$ cat src/rtl/stepper_move_sequencer.sv
// stepper_move_sequencer
// Command-driven move controller for a 4-coil unipolar stepper. A move
// command (direction, step count, step period) is taken over a valid/ready
// handshake. The coil phase sequence is paced by a reloadable period counter.
// Absolute position is tracked, and torque is held for a settle interval
// after each move. Completion is reported with a one-cycle done pulse.
//
// Build option: define STEPPER_HALFSTEP_EN to select the 8-entry half-step
// table. Left undefined, the 4-entry full-step table is used and position
// counts full steps.
module stepper_move_sequencer #(
  parameter int unsigned HOLD_CYCLES = 1000,
  parameter int unsigned MIN_PERIOD  = 2
) (
  input  logic        clk,
  input  logic        rst,
  input  logic        cmd_valid,
  output logic        cmd_ready,
  input  logic        cmd_dir,
  input  logic [15:0] cmd_steps,
  input  logic [15:0] cmd_period,
  input  logic        abort,
  output logic [3:0]  stepmotor,
  output logic [15:0] position,
  output logic        busy,
  output logic        done,
  output logic        aborted,
  output logic [1:0]  state
);

`ifdef STEPPER_HALFSTEP_EN
  localparam int PHASES = 8;
  localparam int IDX_W  = 3;
`else
  localparam int PHASES = 4;
  localparam int IDX_W  = 2;
`endif

  // The state encoding doubles as the LED code on the state output.
  localparam logic [1:0] S_IDLE = 2'b00;
  localparam logic [1:0] S_RUN  = 2'b01;
  localparam logic [1:0] S_HOLD = 2'b10;
  localparam logic [1:0] S_DONE = 2'b11;

  localparam logic [15:0] MIN_P     = 16'(MIN_PERIOD);
  localparam logic [31:0] HOLD_LOAD = 32'(HOLD_CYCLES);

  // Coil pattern for each phase index.
  function automatic logic [3:0] phase_pattern(input int idx);
    logic [3:0] pat;
    pat = 4'b0000;
`ifdef STEPPER_HALFSTEP_EN
    case (idx)
      0:       pat = 4'b1010;
      1:       pat = 4'b0010;
      2:       pat = 4'b0110;
      3:       pat = 4'b0100;
      4:       pat = 4'b0101;
      5:       pat = 4'b0001;
      6:       pat = 4'b1001;
      7:       pat = 4'b1000;
      default: pat = 4'b0000;
    endcase
`else
    case (idx)
      0:       pat = 4'b1010;
      1:       pat = 4'b0110;
      2:       pat = 4'b0101;
      3:       pat = 4'b1001;
      default: pat = 4'b0000;
    endcase
`endif
    return pat;
  endfunction

  logic [3:0] phase_table [PHASES];

  generate
    for (genvar gi = 0; gi < PHASES; gi++) begin : g_table
      assign phase_table[gi] = phase_pattern(gi);
    end
  endgenerate

  logic [1:0]       state_reg,     state_next;
  logic [IDX_W-1:0] phase_reg,     phase_next;
  logic [15:0]      position_reg,  position_next;
  logic [15:0]      remaining_reg, remaining_next;
  logic [15:0]      period_reg,    period_next;
  logic [15:0]      per_cnt_reg,   per_cnt_next;
  logic [31:0]      hold_cnt_reg,  hold_cnt_next;
  logic             dir_reg,       dir_next;
  logic             aborted_reg,   aborted_next;
  logic [3:0]       stepmotor_reg, stepmotor_next;
  logic [15:0]      period_clamped;

  // Periods shorter than the driver can follow are raised to the minimum.
  assign period_clamped = (cmd_period < MIN_P) ? MIN_P : cmd_period;

  // Next-state logic: handshake, step pacing, hold timing and abort.
  always_comb begin
    state_next     = state_reg;
    phase_next     = phase_reg;
    position_next  = position_reg;
    remaining_next = remaining_reg;
    period_next    = period_reg;
    per_cnt_next   = per_cnt_reg;
    hold_cnt_next  = hold_cnt_reg;
    dir_next       = dir_reg;
    aborted_next   = aborted_reg;

    case (state_reg)
      S_IDLE: begin
        if (cmd_valid) begin
          state_next     = S_RUN;
          dir_next       = cmd_dir;
          period_next    = period_clamped;
          per_cnt_next   = period_clamped;
          remaining_next = cmd_steps;
          aborted_next   = 1'b0;
        end
      end
      S_RUN: begin
        if (abort) begin
          // Abort wins over a step expiring in the same cycle.
          state_next   = S_DONE;
          aborted_next = 1'b1;
        end else if (remaining_reg == 16'd0) begin
          // Zero-step move: no motion, one extra settle cycle so done lands
          // HOLD_CYCLES + 2 after the accept.
          state_next    = S_HOLD;
          hold_cnt_next = HOLD_LOAD + 32'd1;
        end else if (per_cnt_reg <= 16'd1) begin
          phase_next     = dir_reg ? phase_reg + IDX_W'(1) : phase_reg - IDX_W'(1);
          position_next  = dir_reg ? position_reg + 16'd1 : position_reg - 16'd1;
          remaining_next = remaining_reg - 16'd1;
          per_cnt_next   = period_reg;
          if (remaining_reg == 16'd1) begin
            if (HOLD_CYCLES == 0) begin
              state_next = S_DONE;
            end else begin
              state_next    = S_HOLD;
              hold_cnt_next = HOLD_LOAD;
            end
          end
        end else begin
          per_cnt_next = per_cnt_reg - 16'd1;
        end
      end
      S_HOLD: begin
        if (abort) begin
          state_next   = S_DONE;
          aborted_next = 1'b1;
        end else if (hold_cnt_reg <= 32'd1) begin
          state_next = S_DONE;
        end else begin
          hold_cnt_next = hold_cnt_reg - 32'd1;
        end
      end
      default: begin
        state_next = S_IDLE;
      end
    endcase

    // Coils are energised only while the move is running or holding.
    if (state_next == S_RUN || state_next == S_HOLD) begin
      stepmotor_next = phase_table[phase_next];
    end else begin
      stepmotor_next = 4'b0000;
    end
  end

  // State registers; reset drops everything to idle with coils off.
  always_ff @(posedge clk or negedge rst) begin
    if (!rst) begin
      state_reg     <= S_IDLE;
      phase_reg     <= '0;
      position_reg  <= 16'd0;
      remaining_reg <= 16'd0;
      period_reg    <= 16'd0;
      per_cnt_reg   <= 16'd0;
      hold_cnt_reg  <= 32'd0;
      dir_reg       <= 1'b0;
      aborted_reg   <= 1'b0;
      stepmotor_reg <= 4'b0000;
    end else begin
      state_reg     <= state_next;
      phase_reg     <= phase_next;
      position_reg  <= position_next;
      remaining_reg <= remaining_next;
      period_reg    <= period_next;
      per_cnt_reg   <= per_cnt_next;
      hold_cnt_reg  <= hold_cnt_next;
      dir_reg       <= dir_next;
      aborted_reg   <= aborted_next;
      stepmotor_reg <= stepmotor_next;
    end
  end

  assign cmd_ready = (state_reg == S_IDLE);
  assign busy      = (state_reg == S_RUN) || (state_reg == S_HOLD);
  assign done      = (state_reg == S_DONE);
  assign state     = state_reg;
  assign stepmotor = stepmotor_reg;
  assign position  = position_reg;
  assign aborted   = aborted_reg;

endmodule

$ cat config.mk
export PLATFORM = sky130hd
export DESIGN_NAME = stepper_move_sequencer
export DESIGN_NICKNAME = d
export VERILOG_FILES = /design/src/rtl/stepper_move_sequencer.sv
export SDC_FILE = /design/constraint.sdc
export NUM_CORES = 1
export LEC_CHECK = 0
export CAP_MARGIN = 10
export CORE_MARGIN = 1.5
export CORE_UTILIZATION = 23
export DETAILED_ROUTE_END_ITERATION = 8
export MAX_ROUTING_LAYER = met4
export PLACE_DENSITY = 0.51
export SLEW_MARGIN = 10
export SYNTH_ARGS = -nofsm -noshare
export SYNTH_HDL_FRONTEND = slang
export SYNTH_SLANG_ARGS = --single-unit
$ cat constraint.sdc
create_clock -name clk -period 4.5 [get_ports clk]
set_input_delay 1.35 -clock clk [delete_from_list [all_inputs] [get_ports clk]]
set_output_delay 1.35 -clock clk [all_outputs]
set_load 0.01 [all_outputs]
==> flow_summary.yaml <==
critical_path:
  critPathKind: "in -> reg"
  cp-start-kind: "input pin"
  r2r-end: "hold_cnt_reg[15]"
  cp.arrival_ps: 3810
  critPathMaxFanout: 15
  timing.rr.start: "remaining_reg[12]"
  cp-end-kind: "flip-flop"
  rrSetupSlack_ps: 1120
  cp.required_ps: 4790
  reg2reg_depth: 7
cts:
  cts_resized: 0
  insertion_delay_ps: 350
  cts-root-buf: "clkbuf_16"
  clock_path_buffers: 2
  cts_tree: "built"
  htree_num_levels: 3
  clkTransAtPathRegs_ps: 80
  cts_hold_repair.buffers: 0
  cts_made_buffers: 9
  cts_setup_buffers: 0
  cts.sinks: 106
outcome:
  outcome: "finished, final reports clean"
grt:
  grt_pass1_vias: 5457
  grt_usage: 0.124
  grt_start_max_net_pins: 59
  grt_pass1_wl_um: 28000
  antenna_found_initial: 0
  overflow: 0
floorplan:
  die_w_um: 170
  start_util: 0.233
  die_h_um: 170
  boundaryPins: 63
  rows: 61
  core_area_um2: 27600
  die_area_um2: 29000
synthesis:
  syn-num-nets: 782
  ys_warn_count: 0
  netlist_top_cells_area: "dfrtp_1 (41%), o21ai_0 (5.4%), ha_1 (5.1%)"
  async_flop_share: 1.00
  yosysMostFrequentCell: "dfrtp_1"
  synth_top_area_frac: 0.412
  syn_area_per_cell_um2: 8.96
  yosysSeqAreaShare: 0.412
  syn_inst: 718
  ys_ff_latch: 106
  synth_edf_count: 0
  yosys.area.top_type: "dfrtp_1"
  syn-cell-area_um2: 6430
  synth_ff_type: "dfrtp_1"
  synth_cell_types: 65
  synth_common_cells: "dfrtp_1 (106), nor2_1 (71), o21ai_0 (69), nand2_1 (64), a21oi_1 (61)"
pwr:
  power_density_nw_per_um2: 545
  ir_worst_vdd_mv: 0.244
  power_leakage_nw: 3.13
sta:
  fin_setup_tns_ps: 0
  clock_skew_ps: 9.48
  slew_headroom: 0.318
  layout_setup_ws_ps: 981
  fin_crit_ps: 3520
  period_share: 0.782
  tightest_slew_ps: 1010
  drv_slew: 0
  rsz0062_at_grt: "no"
  fmax_mhz: 284
  finalSetupViolCount: 0
  hold_violations: 0
routing:
  totalWireLength_um: 16800
  drc: 0
  post_drt_wl_per_cell_um: 14.6
  drt-vias-per-instance: 4.77
  drtPass1Iterations: 4
  num_vias: 5486
  drt-initial-drc-count: 333
  ant_nets: 0
final_layout:
  diodes: 0
  regArea_um2: 2650
  n_fill_cell: 2994
  multi_input_area_um2: 3580
  fin_nets: 832
  drive_gt1_frac: 0.0815
  largest_register_ffs: 32
  areaGrowthSynthToFinish_pct: 20.8
placed_design:
  gp_congestion: 0.753
  dp_slack_ps: 628
  portBuffers: 62
  hpwlAfterDp_um: 11800
worst_hold_path:
  holdPathEnd: "position[15]"
  hold_class: "reg -> reg"
  hp-start: "position[15]"
  holdPathStages: 1
run:
  maxCapViolations: 0
worst max-delay path by stage:
| stage | to | slack (ps) | depth (start not counted) | start |
|---|---|---|---|---|
| 2_1_floorplan | hold_cnt_reg[30] | 1670 | 7 | abort |
| 4_1_cts | hold_cnt_reg[15] | 1000 | 6 | abort |
| 5_1_grt | hold_cnt_reg[15] | 820 | 6 | abort |
| 3_3_place_gp | hold_cnt_reg[15] | 760 | 6 | abort |
| 3_5_place_dp | hold_cnt_reg[15] | 630 | 6 | abort |
| 6_report | hold_cnt_reg[15] | 980 | 6 | abort |
per-stage QoR:
step           hold slack (ps)  area, um2  utilization  cells  power (mW)
2_1_floorplan              450       6430            -    718        2.92
3_3_place_gp               462       7480        0.271   1135        3.45
3_5_place_dp               475       7480        0.271   1135        3.47
4_1_cts                    485       7770        0.281   1151        4.29
5_1_grt                    509       7770        0.281   1151        4.61
6_report                   479       7770        0.281   1151        4.23
cells in the final DEF (no fill, tap or decap), drive strengths merged, types with 4 or more instances in the layout:
cell type and instances:
or3 12, nand2 64, ha 26, or4 11
o31a 4, clkdlybuf4s50 61, a31oi 10, a2bb2oi 5
nand4 5, a21oi 61, buf 12, a21o 8
nand2b 8, inv 19, o31ai 7, xor2 19
nor2 72, o21a 8, mux2 18, o22ai 5
nand3b 4, dfrtp 106, nor3 28, and2 5
clkbuf 12, a22o 14, or3b 4, nor4 24
xnor2 13, o21ai 70, mux2i 4, nand3 12
layer usage:
layer / part of all wire / global-route usage / vias up
li1: - / - / 2742
met1: 0.49 / 0.162 / 2657
met2: 0.46 / 0.198 / 75
met3: 0.037 / 0.0267 / 12
met4: 0.012 / 0.0281 / 0
met5: 0 / - / -
report_power, final:
group | switching, mW | total, mW | leakage, nW | internal (mW)
registers | 0.311 | 1.57 | 1.34 | 1.26
logic | 1.07 | 1.88 | 1.65 | 0.810
clock network | 0.379 | 0.791 | 0.140 | 0.412
total | 1.75 | 4.23 | 3.13 | 2.48
critical path, stage by stage:
cell	delay, ps
clkdlybuf4s50_1	540
a41oi_1	480
or3b_1	720
or3_1	460
o21ai_1	130
a22o_1	130
cells by family (layout without fill, tap and decap cells):
group                    count (synthesis)  in the layout  synth area share
flip-flops                             106            106             0.412
multiplexers                            22             22            0.0377
AND/OR/NAND/NOR                        259            259             0.209
adder cells (fa/ha/maj)                 27             27            0.0537
buffers and inverters                   51            106            0.0317
XOR/XNOR                                32             32            0.0436
AO/OA/AOI/OAI                          221            221             0.212
final cells by class:
type | count | area share
Clock buffer | 12 | 0.0330
Tap cell | 378 | 0.0608
Inverter | 17 | 0.00821
Multi-Input combinational cell | 561 | 0.461
Timing Repair Buffer | 73 | 0.0917
Clock inverter | 4 | 0.00435
Sequential cell | 106 | 0.341
Power figures use the tool's default switching activity.
